**src/rtl/cpu_bus_arbiter.sv**
```systemverilog
// Two-port CPU bus arbiter: instruction fetch (A) and data (B) share one bus.
// Optional stall counters are enabled by defining CPU_BUS_ARBITER_STATS_EN.
module cpu_bus_arbiter #(
  parameter int ROUND_ROBIN = 1,
  parameter int STAT_WIDTH  = 32
) (
  input  logic                  i_clock,
  input  logic                  i_reset_n,
  input  logic                  i_pa_request,
  input  logic [31:0]           i_pa_address,
  output logic                  o_pa_ready,
  output logic [31:0]           o_pa_rdata,
  input  logic                  i_pb_request,
  input  logic                  i_pb_rw,
  input  logic [31:0]           i_pb_address,
  input  logic [31:0]           i_pb_wdata,
  input  logic [3:0]            i_pb_byte_enable,
  output logic                  o_pb_ready,
  output logic [31:0]           o_pb_rdata,
  output logic                  o_bus_request,
  output logic                  o_bus_rw,
  output logic [31:0]           o_bus_address,
  output logic [31:0]           o_bus_wdata,
  output logic [3:0]            o_bus_byte_enable,
  input  logic                  i_bus_ready,
  input  logic [31:0]           i_bus_rdata,
  output logic [STAT_WIDTH-1:0] o_stat_wait_a,
  output logic [STAT_WIDTH-1:0] o_stat_wait_b
);

  typedef enum logic [1:0] {
    IDLE    = 2'd0,
    GRANT_A = 2'd1,
    GRANT_B = 2'd2
  } state_e;

  localparam logic RR_EN = (ROUND_ROBIN != 0);

  state_e      state_q, state_d;
  logic        last_b_q, last_b_d;
  logic        rw_q, rw_d;
  logic [31:0] addr_q, addr_d;
  logic [31:0] wdata_q, wdata_d;
  logic [3:0]  be_q, be_d;

  // State register plus the transaction captured at grant time
  always_ff @(posedge i_clock or negedge i_reset_n) begin
    if (!i_reset_n) begin
      state_q  <= IDLE;
      last_b_q <= 1'b0;
      rw_q     <= 1'b0;
      addr_q   <= '0;
      wdata_q  <= '0;
      be_q     <= '0;
    end else begin
      state_q  <= state_d;
      last_b_q <= last_b_d;
      rw_q     <= rw_d;
      addr_q   <= addr_d;
      wdata_q  <= wdata_d;
      be_q     <= be_d;
    end
  end

  // Next state: arbitrate in IDLE, finish a grant on the bus ready pulse
  always_comb begin
    state_d  = state_q;
    last_b_d = last_b_q;
    rw_d     = rw_q;
    addr_d   = addr_q;
    wdata_d  = wdata_q;
    be_d     = be_q;
    case (state_q)
      IDLE: begin
        if (i_pb_request &&
            (!i_pa_request || !RR_EN || !last_b_q)) begin
          state_d  = GRANT_B;
          last_b_d = 1'b1;
          rw_d     = i_pb_rw;
          addr_d   = i_pb_address;
          wdata_d  = i_pb_wdata;
          be_d     = i_pb_byte_enable;
        end else if (i_pa_request) begin
          state_d  = GRANT_A;
          last_b_d = 1'b0;
          rw_d     = 1'b0;
          addr_d   = i_pa_address;
          wdata_d  = '0;
          be_d     = 4'hF;
        end
      end
      GRANT_A, GRANT_B: begin
        if (i_bus_ready) state_d = IDLE;
      end
      default: state_d = IDLE;
    endcase
  end

  // Outputs: bus request while granted, ready passes straight through
  always_comb begin
    o_bus_request = 1'b0;
    o_pa_ready    = 1'b0;
    o_pb_ready    = 1'b0;
    case (state_q)
      GRANT_A: begin
        o_bus_request = 1'b1;
        o_pa_ready    = i_bus_ready;
      end
      GRANT_B: begin
        o_bus_request = 1'b1;
        o_pb_ready    = i_bus_ready;
      end
      default: ;
    endcase
    o_pa_rdata = o_pa_ready ? i_bus_rdata : '0;
    o_pb_rdata = o_pb_ready ? i_bus_rdata : '0;
  end

  assign o_bus_rw          = rw_q;
  assign o_bus_address     = addr_q;
  assign o_bus_wdata       = wdata_q;
  assign o_bus_byte_enable = be_q;

`ifdef CPU_BUS_ARBITER_STATS_EN
  localparam logic [STAT_WIDTH-1:0] STAT_ONE =
    {{(STAT_WIDTH-1){1'b0}}, 1'b1};

  logic [STAT_WIDTH-1:0] wait_a_q, wait_a_d;
  logic [STAT_WIDTH-1:0] wait_b_q, wait_b_d;

  // Stall counter registers
  always_ff @(posedge i_clock or negedge i_reset_n) begin
    if (!i_reset_n) begin
      wait_a_q <= '0;
      wait_b_q <= '0;
    end else begin
      wait_a_q <= wait_a_d;
      wait_b_q <= wait_b_d;
    end
  end

  // Count cycles a port is requesting but not owning the bus, saturating
  always_comb begin
    wait_a_d = wait_a_q;
    wait_b_d = wait_b_q;
    if (i_pa_request && state_q != GRANT_A && wait_a_q != '1)
      wait_a_d = wait_a_q + STAT_ONE;
    if (i_pb_request && state_q != GRANT_B && wait_b_q != '1)
      wait_b_d = wait_b_q + STAT_ONE;
  end

  assign o_stat_wait_a = wait_a_q;
  assign o_stat_wait_b = wait_b_q;
`else
  assign o_stat_wait_a = '0;
  assign o_stat_wait_b = '0;
`endif

endmodule

```
**config.mk**
```make
export PLATFORM = sky130hd
export DESIGN_NAME = cpu_bus_arbiter
export DESIGN_NICKNAME = d
export VERILOG_FILES = /design/src/rtl/cpu_bus_arbiter.sv
export SDC_FILE = /design/constraint.sdc
export NUM_CORES = 1
export LEC_CHECK = 0
export ABC_AREA = 1
export BUFFER_PORTS_ARGS = -buffer_cell sky130_fd_sc_hd__buf_4
export CORE_AREA = 2 2 130 132
export CTS_BUF_LIST = sky130_fd_sc_hd__clkbuf_4 sky130_fd_sc_hd__clkbuf_8 sky130_fd_sc_hd__clkbuf_16
export DETAILED_ROUTE_END_ITERATION = 10
export DIE_AREA = 0 0 132 134
export PLACE_DENSITY_LB_ADDON = 0.15
export SLEW_MARGIN = 10
export SYNTH_ARGS = -nofsm -noshare
export SYNTH_HDL_FRONTEND = slang
export SYNTH_SLANG_ARGS = --single-unit
```
**constraint.sdc**
```tcl
create_clock -name i_clock -period 1.7 [get_ports i_clock]
set_input_delay 0.34 -clock i_clock [delete_from_list [all_inputs] [get_ports i_clock]]
set_output_delay 0.34 -clock i_clock [all_outputs]
set_load 0.1 [all_outputs]
```
==> impl_summary.txt <==
----------------------------------------------------
[Synth]
  Area leader, netlist ... sky130_fd_sc_hd__dfrtp_1
  FF+latch count, synth ... 72
  Area share of the leading cell type in the synthesized netlist ... 43.7%
  Sequential element share of the synthesized area ... 43.7%
  Cell area after synthesis ... 4120 sq um
  Post-synthesis instance total ... 594
  Yosys Warn Count ... 0
  Largest cells by area after synthesis ... sky130_fd_sc_hd__dfrtp_1 (44%), sky130_fd_sc_hd__nand2_1 (25%), sky130_fd_sc_hd__buf_4 (12%), sky130_fd_sc_hd__nor2_1 (6.2%), sky130_fd_sc_hd__nand3_1 (4.1%)
  Synth Area per Inst ... 6.94 sq um
  Number of library cell types mapped by synthesis ... 16

[Worst setup path]
  Endpoint arrival time on the critical path ... 1.61 ns
  CP Launch Type ... flop
  Kind of end point of the critical path ... output pin
  Type of the setup path with the least slack ... flop to output pin
  Crit Path Max Fanout ... 7
  Crit path required time ... 1.36 ns

[Detailed routing]
  Pre-Repair DR Iteration Count ... 4
  Vias per Instance ... 3.99
  Routed wirelength normalized by instance count ... 14.3 microns
  Count of unresolved DRC violations after routing ... 0
  Post-detailed-route count of antenna-violating nets ... 0
  Via count ... 4404
  WL final ... 15700 microns
  Initial DRC count ... 139

[Power and ir drop]
  Switching component of the power ... 11400 uW
  Static leakage ... 0.00433 uW
  Clk pwr share ... 9.7%
  VDD IR max ... 0.00146 V
  Fraction of power spent switching nets ... 63.3%
  Power share of the combinational group ... 74.0%
  Internal power contribution ... 6630 uW
  Part of the power in registers ... 16.4%
  Cell area power density ... 2210 nW/um^2
  Post-layout power ... 18100 uW

[Clock tree]
  CTS Buf Count ... 9
  Clock latency reported for the late side of the worst-skew pair ... 0.33 ns
  Clock tree from TritonCTS ... done
  Clock slew seen by the registers of the worst setup and hold paths ... 0.06 ns
  Root Buffer ... sky130_fd_sc_hd__clkbuf_16
  Count of H-tree levels built during CTS ... 3
  Sink count of the clock tree ... 72
  Maximum count of clock buffers along a single path ... 2

[STA]
  Worst-case setup margin in the final layout ... -0.255 ns
  Final cycle utilization of the critical path ... 115%
  Number of setup violations in the final report ... 67
  Largest clock skew in the final design ... 0.00606 ns
  Clock period minus final worst setup slack ... 1.95 ns
  Final Hold Violating Endpoints ... 0
  Total Negative Setup Slacks ... -13.55 ns
  RSZ-0062 raised after global routing ... true
  Fmax ... 512 MHz
  Count of pins over their slew limit ... 0

[Cells and area]
  Final Net Count ... 1019
  Fraction of final layout cells sized beyond drive strength 1 ... 44.8%
  Antenna cell count ... 0
  Final design utilization ... 50.2%
  Area grow syn2layout ... 98.3%
  Number of cells in the finished layout apart from fillers ... 1103

[Floorplan]
  # IOs ... 338
  Y dimension of the die ... 134 microns
  Die area ... 17700 sq um
  Area of the placeable core ... 16300 sq um
  Die W ... 132 microns
  Site row count ... 47
  Initial standard-cell utilization of the core ... 25.3%

[Global routing]
  Wire length of the first global-routing pass ... 24000 microns
  GRT Residual Overflow ... 0
  Via count of the first global-routing pass ... 4250
  Tot GR Track Use ... 17.2%
  Initial antenna violation count ... 0
  Pin count of the biggest net entering global routing ... 50

[Outcome]
  Result of the run ... finished with violations
  Failing checks ... setup timing

[Job]
  Max Cap Viol ... 0

[Placed design]
  Count of buffers inserted at the top-level ports ... 273
  Weighted congestion reported at the end of routability-driven placement ... 0.768
  Detailed placement HPWL ... 10700 microns
  Placed cell count ... 1075

[Hold path]
  Worst hold path type ... input pin to flop

----------------------------------------------------
-- cells by family (layout without fill, tap and decap cells) --
logic type / Yosys count / after routing / synth area share, %
AOI/OAI and AO/OA: 4 / 4 / 0.486
adders and majority gates: 3 / 3 / 0.911
buffers and inverters: 137 / 363 / 19.1
DFF: 72 / 72 / 43.7
other: 1 / 64 / 0.0910
and+or+nand+nor: 377 / 377 / 35.7
-- registers in the layout, indices dropped and copies added (netlist names) --
register           count
o_bus_wdata           32
last_b_q               1
state_q                2
o_bus_byte_enable      4
o_bus_address         32
o_bus_rw               1
-- power groups by stage --
stage / registers [uW] / logic [uW] / clock network, uW
final: 2950 / 13400 / 1750
after floorplan: 8410 / 4410 / 0
after global placement: 2950 / 12400 / 0
after CTS: 2950 / 13200 / 1830
after global routing: 3050 / 13900 / 1890
after detailed placement: 2950 / 12400 / 0
-- layout make-up --
class,instances,area [sq um]
Fill cell,1528,8120
Timing Repair Buffer,303,3330
Multi-Input combinational cell,448,2320
Sequential cell,72,1800
Tap cell,220,275
Clock buffer,11,240
Inverter,44,175
Clock inverter,5,33.8
-- worst max-delay path, cell delays in order, from the launching register on --
cell,delay [ns]
sky130_fd_sc_hd__dfrtp_1,0.42
sky130_fd_sc_hd__inv_2,0.10
sky130_fd_sc_hd__ha_4,0.16
sky130_fd_sc_hd__nand2_8,0.10
sky130_fd_sc_hd__buf_16,0.17
sky130_fd_sc_hd__nor2_4,0.13
sky130_fd_sc_hd__buf_12,0.19
-- layer usage --
metal	GRT usage (%)	part of all wire (%)	up-vias
met5	0	0	-
met4	4.83	1.4	0
met3	6.92	9.4	16
met2	29.7	51	190
met1	19.6	38	1993
li1	-	-	2205
-- synth_stat cells (all sizes together) --
library cell	n
dfrtp	72
ha	3
inv	44
buf	85
a21oi	4
conb	1
nand2	274
nand3	34
nor2	68
clkbuf	8
nand4	1
-- worst paths after layout --
path                                                    end  depth (start not counted)                       start  slack, ns
min in group asynchronous        o_bus_wdata[7]$_DFFE_PN0P_                          2                   i_reset_n       0.49
setup / recovery                              o_pb_rdata[8]                          6      state_q[0]$_DFFE_PN0P_      -0.25
setup reg to reg           o_bus_byte_enable[2]$_DFFE_PN0P_                          7      state_q[0]$_DFFE_PN0P_       0.15
max in group asynchronous  o_bus_byte_enable[2]$_DFFE_PN0P_                          3                   i_reset_n       0.63
hold reg to reg                  o_bus_wdata[9]$_DFFE_PN0P_                          2  o_bus_wdata[9]$_DFFE_PN0P_       0.47
hold / removal                  o_bus_wdata[28]$_DFFE_PN0P_                          3              i_pb_wdata[28]       0.20
-- layout by cell type (no fill, tap or decap), types with 2 or more instances in the layout --
cell,count
sky130_fd_sc_hd__nand2_2,2
sky130_fd_sc_hd__a21oi_1,4
sky130_fd_sc_hd__conb_1,64
sky130_fd_sc_hd__buf_12,75
sky130_fd_sc_hd__clkbuf_4,2
sky130_fd_sc_hd__nor2_4,64
sky130_fd_sc_hd__nand2_8,2
sky130_fd_sc_hd__nand2_1,269
sky130_fd_sc_hd__buf_6,2
sky130_fd_sc_hd__inv_2,3
sky130_fd_sc_hd__nand3_1,34
sky130_fd_sc_hd__ha_4,3
sky130_fd_sc_hd__clkinv_2,2
sky130_fd_sc_hd__clkbuf_16,11
sky130_fd_sc_hd__buf_4,219
sky130_fd_sc_hd__nor2_1,4
sky130_fd_sc_hd__clkinvlp_4,4
sky130_fd_sc_hd__dfrtp_1,72
sky130_fd_sc_hd__inv_1,38
sky130_fd_sc_hd__buf_16,3
-- repair_timing --
action | in CTS | in global routing
gates cloned | 3 | 2
endpoints found under the hold margin | 26 | 0
endpoints found under the setup margin | 67 | 75
gates resized for setup | 207 | 16
pin swaps | 3 | 9
setup buffers | 3 | 3
hold buffers | 1 | 0
-- stage by stage --
step	hold WS (ns)	setup slack, ns	instance area [sq um]
final	0.202	-0.255	8170
after global routing	0.191	-0.313	8170
after CTS	0.180	-0.249	8010
after detailed placement	0.289	0.0143	6780
after global placement	0.288	0.0321	6780
after floorplan	0.0444	-0.165	4960
No activity file was read; power rests on OpenSTA's default activity.
